**src/rtl/tick_gen.sv**
```systemverilog
// Tick generator: a prescaler produces a base-rate enable strobe.
// Cascaded decade stages then produce slower strobes, and a square wave toggles at the base rate.
module tick_gen #(
    parameter int unsigned CLK_HZ     = 50_000_000,
    parameter int unsigned BASE_HZ    = 1000,
    parameter int unsigned NUM_STAGES = 4
) (
    input  logic                  clk,
    input  logic                  reset_n,
    input  logic                  en,
    input  logic                  sync_clr,
    output logic [NUM_STAGES-1:0] tick,
    output logic                  sq
);

    localparam int unsigned DIV   = (BASE_HZ == 0) ? 0 : CLK_HZ / BASE_HZ;
    localparam int unsigned PRE_W = (DIV < 2) ? 1 : $clog2(DIV);
    localparam logic [PRE_W-1:0] PRE_MAX = PRE_W'(DIV - 1);

    generate
        if (BASE_HZ == 0 || (CLK_HZ % BASE_HZ) != 0 || DIV < 2 || NUM_STAGES < 1) begin : g_bad_params
            $error("tick_gen: CLK_HZ must be a multiple of BASE_HZ, DIV >= 2, NUM_STAGES >= 1");
        end
    endgenerate

    logic [PRE_W-1:0]      r_pre_cnt;
    logic [NUM_STAGES-1:0] r_tick;
    logic                  r_sq;
    logic [NUM_STAGES-1:0] w_at_max;
    logic [NUM_STAGES-1:0] w_wrap;

    assign w_at_max[0] = (r_pre_cnt == PRE_MAX);

    // Wrap events ripple down the chain within one cycle, so a slow tick
    // always coincides with every faster tick.
    always_comb begin
        w_wrap    = '0;
        w_wrap[0] = en && w_at_max[0];
        for (int k = 1; k < NUM_STAGES; k++) begin
            w_wrap[k] = w_wrap[k-1] && w_at_max[k];
        end
    end

    // NOTE: sequential state uses non-blocking assignments so every register
    // samples the pre-edge values, independent of statement order.
    always_ff @(posedge clk or negedge reset_n) begin
        if (!reset_n) begin
            r_pre_cnt <= '0;
            r_tick    <= '0;
            r_sq      <= 1'b0;
        end else if (sync_clr) begin
            r_pre_cnt <= '0;
            r_tick    <= '0;
            r_sq      <= 1'b0;
        end else begin
            r_tick <= w_wrap;
            if (en) begin
                r_pre_cnt <= w_wrap[0] ? '0 : r_pre_cnt + PRE_W'(1);
            end
            if (w_wrap[0]) begin
                r_sq <= ~r_sq;
            end
        end
    end

    genvar k;
    generate
        for (k = 1; k < NUM_STAGES; k++) begin : g_dec
            logic [3:0] r_dec;

            assign w_at_max[k] = (r_dec == 4'd9);

            always_ff @(posedge clk or negedge reset_n) begin
                if (!reset_n) begin
                    r_dec <= 4'd0;
                end else if (sync_clr) begin
                    r_dec <= 4'd0;
                end else if (w_wrap[k-1]) begin
                    r_dec <= w_at_max[k] ? 4'd0 : r_dec + 4'd1;
                end
            end
        end
    endgenerate

    assign tick = r_tick;
    assign sq   = r_sq;

endmodule

```
**config.mk**
```make
export PLATFORM = sky130hd
export DESIGN_NAME = tick_gen
export DESIGN_NICKNAME = d
export VERILOG_FILES = /design/src/rtl/tick_gen.sv
export SDC_FILE = /design/constraint.sdc
export NUM_CORES = 1
export LEC_CHECK = 0
export CAP_MARGIN = 40
export CORE_MARGIN = 2
export CORE_UTILIZATION = 45
export DETAILED_ROUTE_END_ITERATION = 8
export PLACE_DENSITY = 0.69
export SYNTH_ARGS = -nofsm -noshare
export SYNTH_HDL_FRONTEND = slang
export SYNTH_SLANG_ARGS = --single-unit
```
**constraint.sdc**
```tcl
create_clock -name clk -period 4.56 [get_ports clk]
set_input_delay 1.368 -clock clk [delete_from_list [all_inputs] [get_ports clk]]
set_output_delay 1.368 -clock clk [all_outputs]
set_load 0.01 [all_outputs]
```
==> metrics.md, run 1 <==
| Metric | Value |
|---|---|
| Layout cells sized above 1 | 7.04% |
| Fillers | 352 |
| Synth unique cells | 44 |
| Initial antenna violation count | 0 |
| DRT Pass-1 Iters | 4 |
| Setup TNS | 0 ps |
| CTS hold repair buffers | 0 |
| Avg Synthesized Cell Area | 9.44 sq um |
| Fin Clk Skew | 4.28 ps |
| Avg WL per Cell | 15.2 microns |
| Worst path cell trace | clkdlybuf4s50_1, and3_1, nand2_1, o21bai_1, nor2_1 |
| Max stage delay on crit path | 760 ps |
| DRC Markers | 0 |
| Synth Register Bits | 33 |
| Outcome | complete, no violations |
| Combined area of the multi-input logic cells | 896 sq um |
| Vias | 1482 |
| Global-route usage over all layers | 19.4% |
| Vias/cell | 6.00 |
| Die area | 4480 sq um |
| Slew Viols, Final | 0 |
| PwrDens | 264 nW/um^2 |
| Leak | 0.770 nW |
| Clock sinks | 33 |
| RSZ-0062 raised after global routing | no |
| CP Buf/Inv Count | 1 |
| Critical Path Sink Type | flip-flop |
| Hold WS | 559 ps |
| I/O pins | 9 |
| Worst vdd ir | 158 uV |
| Fin nets | 207 |
| Top cell type's share of synthesized area | 46.3% |
| # rows | 22 |
| Core region area | 3740 sq um |
| Fin crit share | 70.2% |
| Mapped Cells | 189 |
| Pre-CTS setup slack | 1030 ps |
| Die height | 67.0 microns |
| Fmax | 312 MHz |
| Top cells by area, synth | dfrtp_1 46%, or4_1 5.0%, xnor2_1 4.4%, a21oi_1 3.9%, ha_1 3.5% |
| # diodes | 0 |
| Final ANT Viol Nets | 0 |
| Max Cap Viol | 0 |
| Post-Route WL | 3760 microns |
| Setup-failing EPs final | 0 |
| Number of port buffers | 8 |
| Clk slew on worst S/H paths | 60 ps |
| Overall power | 0.523 mW |
| First-pass GRT wire length | 6500 microns |
| Clock Tree Root | clkbuf_8 |
| Flop-to-flop setup slack | 1710 ps |
| Die width | 67.0 microns |
| Syn Std Cell Area | 1780 sq um |
| Crit path max-delay family | compound AO/OA/AOI/OAI gates |
| Clock buffer count from CTS | 5 |
| Initial core utilization | 47.7% |
| Vias in the first global route | 1443 |
| Post-CTS sizing | 0 |
| Slowest stage cell, crit path | o21bai_1 |
| Number of post-CTS setup repair buffers | 0 |
| Post-Syn Nets | 198 |
| TritonCTS clock tree | built |
| EDFF count, synth | 0 |
| FF+latch area | 826 sq um |
| Worst skew pair latency | 280 ps |
| Final Wtd Congestion | 0.876 |
| Critical Path AT | 3330 ps |
| Critical path type | input pin to flip-flop |
| Crit path setup slack, layout | 1360 ps |
| CTS max path bufs | 2 |
| CTS H-tree depth | 2 |
| Synth area leader | dfrtp_1 |
| DR iter-0 viols | 92 |
| Final hold violation count | 0 |
| DPL Wire Length | 2630 microns |
| Pin count of the biggest net entering global routing | 34 |
| Worst EP required | 4690 ps |
| Area Growth Syn to Fin | 11.1% |
| Max FO, Critical Path | 13 |
| Min-delay worst type | flip-flop to flip-flop |
| Critical Path Source Type | input pin |
| Gr ovfl total | 0 |
| Asr flop ratio synth | 100% |
| Tmin final | 3200 ps |
| Relative slew slack | 43.2% |
| Yosys warnings | 0 |
| Slew @ Worst Pin | 851 ps |
| Top FF cell, synth | dfrtp_1 |
| Share of the yosys chip area belonging to registers | 46.3% |
## cells in the mapped netlist (2+ instances only)
cell / count
nand4_1: 4
nor4_1: 4
nor2_1: 16
nand2_1: 13
ha_1: 5
buf_2: 2
nand2b_1: 2
xor2_1: 2
o211ai_1: 2
nor2b_1: 3
clkbuf_1: 4
nand3_1: 8
inv_1: 6
a21oi_1: 14
xnor2_1: 9
or3_1: 5
and3_1: 2
o31ai_1: 4
o21ai_0: 9
or4_1: 12
nor3_1: 6
a31oi_1: 3
dfrtp_1: 33
## worst paths after layout
| path | from | cells after the start | to |
|---|---|---|---|
| max in group asynchronous | reset_n | 2 | g_dec[3].r_dec[2] |
| max | en | 5 | r_pre_cnt[6] |
| min in group asynchronous | reset_n | 2 | g_dec[1].r_dec[1] |
| min reg2reg | g_dec[3].r_dec[0] | 2 | g_dec[3].r_dec[0] |
| max reg2reg | r_pre_cnt[10] | 4 | r_pre_cnt[6] |
| min | g_dec[3].r_dec[0] | 2 | g_dec[3].r_dec[0] |
## worst min-delay path, delay by kind of cell, from the launching register on
kind | cells | cell delay, ps
AO/OA/AOI/OAI | 2 | 130
flip-flops | 1 | 390
## cells in the final DEF (no fill, tap or decap), types with 3 or more instances in the layout
cell type,synthesis,layout
nor4_1,4,4
nand4_1,4,4
nor2_1,16,16
nor2b_1,3,3
or4_1,12,12
clkbuf_8,0,5
o31ai_1,4,4
xnor2_1,9,9
inv_1,6,6
or3_1,5,5
a21oi_1,14,14
dfrtp_1,33,33
nor3_1,6,6
clkdlybuf4s50_1,0,8
nand3_1,8,8
ha_1,5,5
nand2_1,13,13
a31oi_1,3,3
o21ai_0,9,9
## per-stage QoR
stage | instance area, sq um | utilization, % | std cells
after floorplan | 1780 | - | 189
after global placement | 1900 | 50.7 | 239
after detailed placement | 1900 | 50.7 | 239
after CTS | 1980 | 52.9 | 247
after global routing | 1980 | 52.9 | 247
final | 1980 | 52.9 | 247
## routing by layer
| layer | GRT usage (%) | share of wire [%] | up-vias |
|---|---|---|---|
| met5 | 0 | 0 | - |
| met4 | 7.91 | 1.2 | 0 |
| met3 | 5.07 | 4.5 | 5 |
| met2 | 31.5 | 49 | 34 |
| met1 | 24.5 | 46 | 732 |
| li1 | - | - | 711 |
## cell families after synthesis
kind of cell | synth area share (%)
fa+ha+maj | 3.51
mux | 1.19
buf+inv | 3.51
compound gates | 12.4
xor+xnor | 5.40
flops | 46.3
simple gates | 27.7
## power breakdown
part / leakage [nW] / internal (mW) / switching (mW)
clock network: 0.0450 / 0.106 / 0.102
registers: 0.460 / 0.294 / 0.00155
logic: 0.265 / 0.00619 / 0.0137
## flip-flops by register name, summed over array words and instances, names as in the netlist
name / count
g_dec.r_dec: 12
r_pre_cnt: 16
sq: 1
tick: 4
## cell type report
type	count	area share, %
repair buffers	10	4.80
multi-input cells	142	45.2
inverters	6	1.14
clock inverters	2	0.505
flip-flops and latches	33	41.7
clock buffers	6	3.66
well taps	48	3.03
(Power assumes the default switching activity.)
==> run 2: changes to the inputs <==
--- a/config.mk
+++ b/config.mk
@@ -9,7 +9,7 @@
 export CORE_MARGIN = 2
 export CORE_UTILIZATION = 45
 export DETAILED_ROUTE_END_ITERATION = 8
-export PLACE_DENSITY = 0.69
+export PLACE_DENSITY = 0.71
 export SYNTH_ARGS = -nofsm -noshare
 export SYNTH_HDL_FRONTEND = slang
 export SYNTH_SLANG_ARGS = --single-unit
==> constraint.sdc (replaced) <==
create_clock -name clk -period 2.8 [get_ports clk]
set_input_delay 0.84 -clock clk [delete_from_list [all_inputs] [get_ports clk]]
set_output_delay 0.84 -clock clk [all_outputs]
set_load 0.01 [all_outputs]
==> metrics.md, run 2 (synthesis gave the netlist of run 1 again) <==
| Metric | Value |
|---|---|
| Fin Clk Skew | 7.88 ps (+3.60 ps) |
| Number of post-CTS setup repair buffers | 0 (unchanged) |
| Initial antenna violation count | 0 (unchanged) |
| Slew Viols, Final | 0 (unchanged) |
| Die width | 67.0 microns (unchanged) |
| Critical Path Sink Type | flip-flop |
| Fmax | 425 MHz |
| Worst EP required | 3010 ps (-1680 ps) |
| Area Growth Syn to Fin | 13.6% |
| Die area | 4480 sq um (unchanged) |
| Vias/cell | 5.78 (-3.7%) |
| Worst vdd ir | 336 uV (+110%) |
| Clock buffer count from CTS | 5 (unchanged) |
| # diodes | 0 (unchanged) |
| FF+latch area | 826 sq um (unchanged) |
| Max Cap Viol | 0 (unchanged) |
| CTS max path bufs | 2 (unchanged) |
| DRC Markers | 0 (unchanged) |
| Setup-failing EPs final | 0 (unchanged) |
| Die height | 67.0 microns (unchanged) |
| Pin count of the biggest net entering global routing | 34 (unchanged) |
| RSZ-0062 raised after global routing | no |
| Worst skew pair latency | 280 ps (about the same) |
| Combined area of the multi-input logic cells | 896 sq um (unchanged) |
| Biggest register | r_pre_cnt |
| Min-delay worst type | flip-flop to flip-flop |
| CTS H-tree depth | 2 (unchanged) |
| Most used routing layer in global routing | met2 |
| DRT Pass-1 Iters | 4 (unchanged) |
| Tmin final | 2350 ps |
| Max FO, Critical Path | 28 (+15) |
| TritonCTS clock tree | built |
| Fillers | 351 (-0.28%) |
| Outcome | complete, no violations |
| Fin nets | 213 (+2.9%) |
| Avg WL per Cell | 14.3 microns (-6.2%) |
| Met1 Usage GRT | 22.8% (-1.7 points) |
| Global-route usage over all layers | 19.6% (+0.14 points) |
| Number of port buffers | 8 (unchanged) |
| PwrDens | 421 nW/um^2 (+60%) |
| CTS hold repair buffers | 0 (unchanged) |
| Final hold violation count | 0 (unchanged) |
| # rows | 22 (unchanged) |
| Fin area | 2030 sq um (+2.3%) |
| Post-CTS sizing | 0 (unchanged) |
| Clock Tree Root | clkbuf_8 |
| Leak | 0.796 nW (+3.4%) |
| Setup TNS | 0 ps (unchanged) |
| Sequential share of power | 56.4% (-0.2 points) |
| Max FFs per register | 16 (unchanged) |
| Critical Path Source Type | flip-flop |
| Commonest non-fill, non-tap cell in the layout | dfrtp_1 |
| Gr ovfl total | 0 (unchanged) |
| I/O pins | 9 (unchanged) |
| DR iter-0 viols | 106 (+15%) |
| Clock Power Share | 39.6% (about the same) |
| Met2 GRT Util | 32.5% (+1.0 points) |
| Relative slew slack | 69.5% (+26 points) |
| First-pass GRT wire length | 6460 microns (-0.63%) |
| Vias | 1462 (-1.3%) |
| Gate power share | 4.0% (+0.2 points) |
| Placed instance area | 1940 sq um (+2.4%) |
| Layout cells sized above 1 | 9.76% (+2.7 points) |
| Slew @ Worst Pin | 456 ps (-395 ps) |
| Critical path type | flip-flop to flip-flop |
| Clock sinks | 33 (unchanged) |
| DPL Wire Length | 2470 microns (-6.1%) |
| Critical Path AT | 2560 ps (-770 ps) |
| P_int | 0.663 mW (+63%) |
| Most frequent cells in the layout | 33 x dfrtp_1, 16 x nor2_1, 14 x a21oi_1 |
| Final Wtd Congestion | 0.830 (-5.3%) |
| Clk slew on worst S/H paths | 70 ps (about the same) |
| Fin crit share | 84.0% |
| Final ANT Viol Nets | 0 (unchanged) |
| Initial core utilization | 47.7% (unchanged) |
| Vias in the first global route | 1429 (-0.97%) |
| Core region area | 3740 sq um (unchanged) |
| Switching part of the total | 22.4% (about the same) |
| Post-Route WL | 3610 microns (-3.9%) |
| Met3 Use GR | 6.59% (+1.5 points) |
| Net Sw Power | 0.191 mW (+63%) |
run 2: per-stage QoR:
stage	setup slack, ps	std cells	hold slack [ps]	total power, mW	utilization [%]
after floorplan	627	189	514	0.503	-
after global placement	275	245	533	0.524	51.9
after detailed placement	223	245	552	0.525	51.9
after CTS	450	253	561	0.870	54.1
after global routing	331	253	588	0.908	54.1
final	447	253	556	0.853	54.1
run 2: area by class of cell:
cell class | count | area share (%)
clock buffer | 6 | 3.58
inverter | 6 | 1.11
clock inverter | 2 | 0.494
multi-input combinational | 142 | 44.2
timing repair buffer | 16 | 6.91
tap | 48 | 2.96
sequential | 33 | 40.7
run 2: power groups by stage:
stage	Clock (mW)	Combinational, mW	Sequential, mW
3_3_place_gp	0	0.0340	0.490
4_1_cts	0.353	0.0352	0.481
5_1_grt	0.387	0.0395	0.481
2_1_floorplan	0	0.0129	0.490
3_5_place_dp	0	0.0349	0.490
6_report	0.338	0.0339	0.482
run 2: final timing paths:
kind	cells after the start	endpoint	slack, ps	from
worst max-delay path	5	g_dec[2].r_dec[3]	450	r_pre_cnt[10]
worst min-delay path	2	sq	560	sq
worst max register to register	5	g_dec[2].r_dec[3]	450	r_pre_cnt[10]
worst min register to register	2	sq	560	sq
max in group asynchronous	2	r_pre_cnt[10]	1550	reset_n
min in group asynchronous	2	g_dec[1].r_dec[3]	940	reset_n
run 2: worst max-delay path: stages, from the launching register on:
cell	delay (ps)
dfrtp_1	430
or4_1	530
or4_1	400
buf_4	230
or4_1	530
a31oi_1	170
run 2: per-layer routing:
| metal | vias up | routed length [microns] |
|---|---|---|
| met5 | - | 0 |
| met4 | 0 | 68 |
| met3 | 6 | 136 |
| met2 | 27 | 1740 |
| met1 | 699 | 1670 |
| li1 | 730 | - |
==> run 3: changes to the inputs <==
--- a/config.mk
+++ b/config.mk
@@ -9,7 +9,7 @@
 export CORE_MARGIN = 2
 export CORE_UTILIZATION = 45
 export DETAILED_ROUTE_END_ITERATION = 8
-export PLACE_DENSITY = 0.71
+export PLACE_DENSITY = 0.69
 export SYNTH_ARGS = -nofsm -noshare
 export SYNTH_HDL_FRONTEND = slang
 export SYNTH_SLANG_ARGS = --single-unit
==> constraint.sdc (replaced) <==
create_clock -name clk -period 2.2 [get_ports clk]
set_input_delay 0.66 -clock clk [delete_from_list [all_inputs] [get_ports clk]]
set_output_delay 0.66 -clock clk [all_outputs]
set_load 0.01 [all_outputs]
==> metrics.md, run 3 (synthesis gave the netlist of run 1 again) <==
| Metric | Value |
|---|---|
| DR iter-0 viols | 81 (-24%) |
| Clock Power Share | 43.1% (+3.5 points) |
| Leak | 0.942 nW (+18%) |
| Initial antenna violation count | 0 (unchanged) |
| CTS H-tree depth | 2 (unchanged) |
| Avg WL per Cell | 15.6 microns (+9.0%) |
| Number of port buffers | 8 (unchanged) |
| Max FFs per register | 16 (unchanged) |
| Tmin final | 2270 ps (-85.4 ps) |
| Placed instance area | 2080 sq um (+6.9%) |
| R2R Path End | g_dec[1].r_dec[0] |
| Global-route usage over all layers | 21.9% (+2.3 points) |
| Critical Path AT | 2490 ps (-70 ps) |
| # rows | 22 (unchanged) |
| Net Sw Power | 0.259 mW (+36%) |
| Worst vdd ir | 247 uV (-26%) |
| PwrDens | 503 nW/um^2 (+20%) |
| Min-delay worst type | flip-flop to flip-flop |
| Setup TNS | -641 ps (-641 ps) |
| Vias/cell | 5.88 (+1.7%) |
| # diodes | 0 (unchanged) |
| Fin Clk Skew | 3.33 ps (-4.55 ps) |
| Die width | 67.0 microns (unchanged) |
| Slew @ Worst Pin | 425 ps (-31.8 ps) |
| First-pass GRT wire length | 7310 microns (+13%) |
| Violated checks | negative setup slack |
| P_int | 0.913 mW (+38%) |
| Final Wtd Congestion | 0.872 (+5.1%) |
| Critical path type | flip-flop to flip-flop |
| Pin count of the biggest net entering global routing | 34 (unchanged) |
| Hold_sp | g_dec[1].r_dec[3] |
| Slowest stage cell, crit path | or4_4 |
| Critical Path Sink Type | flip-flop |
| Clock sinks | 33 (unchanged) |
| Fin nets | 236 (+11%) |
| Clock Tree Root | clkbuf_8 |
| Max stage delay on crit path | 530 ps (about the same) |
| Slew Viols, Final | 0 (unchanged) |
| Wl on met1 | 2010 microns (+20%) |
| Setup-failing EPs final | 19 (+19) |
| CP Buf/Inv Count | 1 (unchanged) |
| Fmax | 441 MHz (+3.8%) |
| Metal3 WL | 162 microns (+19%) |
| Met2 Routed Length | 2020 microns (+17%) |
| Worst skew pair latency | 290 ps (about the same) |
| Worst EP required | 2420 ps (-590 ps) |
| Commonest non-fill, non-tap cell in the layout | dfrtp_1 |
| Post-Route WL | 4290 microns (+19%) |
| Fin crit share | 103% (+19 points) |
| Vias in the first global route | 1567 (+9.7%) |
| I/O pins | 9 (unchanged) |
| Die area | 4480 sq um (unchanged) |
| Worst path cell trace | or4_4, or4_4, buf_6, or4_4, a21oi_2 |
| Core region area | 3740 sq um (unchanged) |
| Initial core utilization | 47.7% (unchanged) |
| Sequential share of power | 52.3% (-4.1 points) |
| Biggest register | r_pre_cnt |
| Layout cells sized above 1 | 28.5% (+19 points) |
| Crit. Startpoint | r_pre_cnt[10] |
| Final hold violation count | 0 (unchanged) |
| Outcome | complete, but fails checks |
| Critical Path Source Type | flip-flop |
| Most frequent cells in the layout | 33 x dfrtp_1, 26 x buf_4, 16 x nor2_1 |
| TritonCTS clock tree | built |
| Crit path setup slack, layout | -67.5 ps (-515 ps) |
| Post-route core utilization | 62.2% (+8.0 points) |
| Fin area | 2330 sq um (+15%) |
| Clock buffer count from CTS | 5 (unchanged) |
| CTS max path bufs | 2 (unchanged) |
| Max Cap Viol | 0 (unchanged) |
| Max Used Layer | met4 |
| Area Growth Syn to Fin | 30.4% |
| FF-to-FF path depth | 5 (unchanged) |
| Clk slew on worst S/H paths | 70 ps (about the same) |
| Worst Hold End | g_dec[1].r_dec[3] |
| Gate power share | 4.6% (+0.6 points) |
| DRT Pass-1 Iters | 4 (unchanged) |
| Flop-to-flop setup slack | -70 ps (-510 ps) |
| DRC Markers | 0 (unchanged) |
| Vias | 1622 (+11%) |
| DPL Wire Length | 2720 microns (+10%) |
| RSZ-0062 raised after global routing | yes |
| Worst r2r src | r_pre_cnt[10] |
| Die height | 67.0 microns (unchanged) |
| Crit path max-delay family | simple AND/OR/NAND/NOR gates |
| CP most frequent cell | or4_4 |
| Gr ovfl total | 0 (unchanged) |
| Max FO, Critical Path | 5 (-82%) |
| Switching part of the total | 22.1% (-0.28 points) |
| Final ANT Viol Nets | 0 (unchanged) |
| Relative slew slack | 71.7% (+2.2 points) |
| Hold Crit Depth | 2 (unchanged) |
[run 3: cell count changes in the layout (fill, tap and decap cells not counted), sizes merged]
cell	previous run	this run
buf	8	31
clkbuf	6	7
clkinv	2	1
[run 3: worst max path at each step]
stage	cells past startpoint	slack [ps]	to
after floorplan	5	30	g_dec[2].r_dec[3]
after global placement	5	-100	g_dec[2].r_dec[3]
after detailed placement	5	-130	r_pre_cnt[14]
after CTS	5	-50	g_dec[1].r_dec[0]
after global routing	5	-100	g_dec[1].r_dec[0]
final	5	-70	g_dec[1].r_dec[0]
[run 3: worst reg2reg max path, stage by stage, from the launching register on]
cell and delay, ps:
dfrtp_1 380, or4_4 530, or4_4 480, buf_6 160, or4_4 500, a21oi_2 140
[run 3: power by group through the flow]
stage / clock network [mW] / registers [mW] / logic (mW)
detailed placement: 0 / 0.624 / 0.0489
global route: 0.544 / 0.613 / 0.0595
global placement: 0 / 0.624 / 0.0471
CTS: 0.518 / 0.613 / 0.0537
floorplan: 0 / 0.623 / 0.0164
finish: 0.505 / 0.613 / 0.0542
[run 3: layout make-up]
cell class                 instances  area [sq um]
clock buffer                       7          96.3
timing repair buffer              39           332
multi-input combinational        142           986
sequential                        33           826
clock inverter                     1          5.00
tap                               48          60.1
inverter                           6          22.5
fill                             319          1420
[run 3: repair_timing]
| action | in CTS | in global routing |
|---|---|---|
| setup buffers | 1 | 1 |
| resized for setup | 11 | 20 |
| gates cloned | 3 | 0 |
| pin swaps | 6 | 9 |
| hold buffers | 0 | 0 |
| endpoints found under the setup margin | 22 | 26 |
[run 3: layer usage]
metal  track usage, %  vias to the layer above
met1             28.5                      804
met4             9.95                        0
met3             4.22                        9
li1                 -                      775
met2             35.0                       34
met5                0                        -
[run 3: stage by stage]
| step | hold WS [ps] | power [mW] | setup WS (ps) | cells |
|---|---|---|---|---|
| after floorplan | 364 | 0.640 | 26.7 | 189 |
| after global placement | 542 | 0.671 | -99.2 | 263 |
| after detailed placement | 550 | 0.673 | -132 | 263 |
| after CTS | 568 | 1.18 | -52.2 | 275 |
| after global routing | 592 | 1.22 | -102 | 276 |
| final | 564 | 1.17 | -67.5 | 276 |
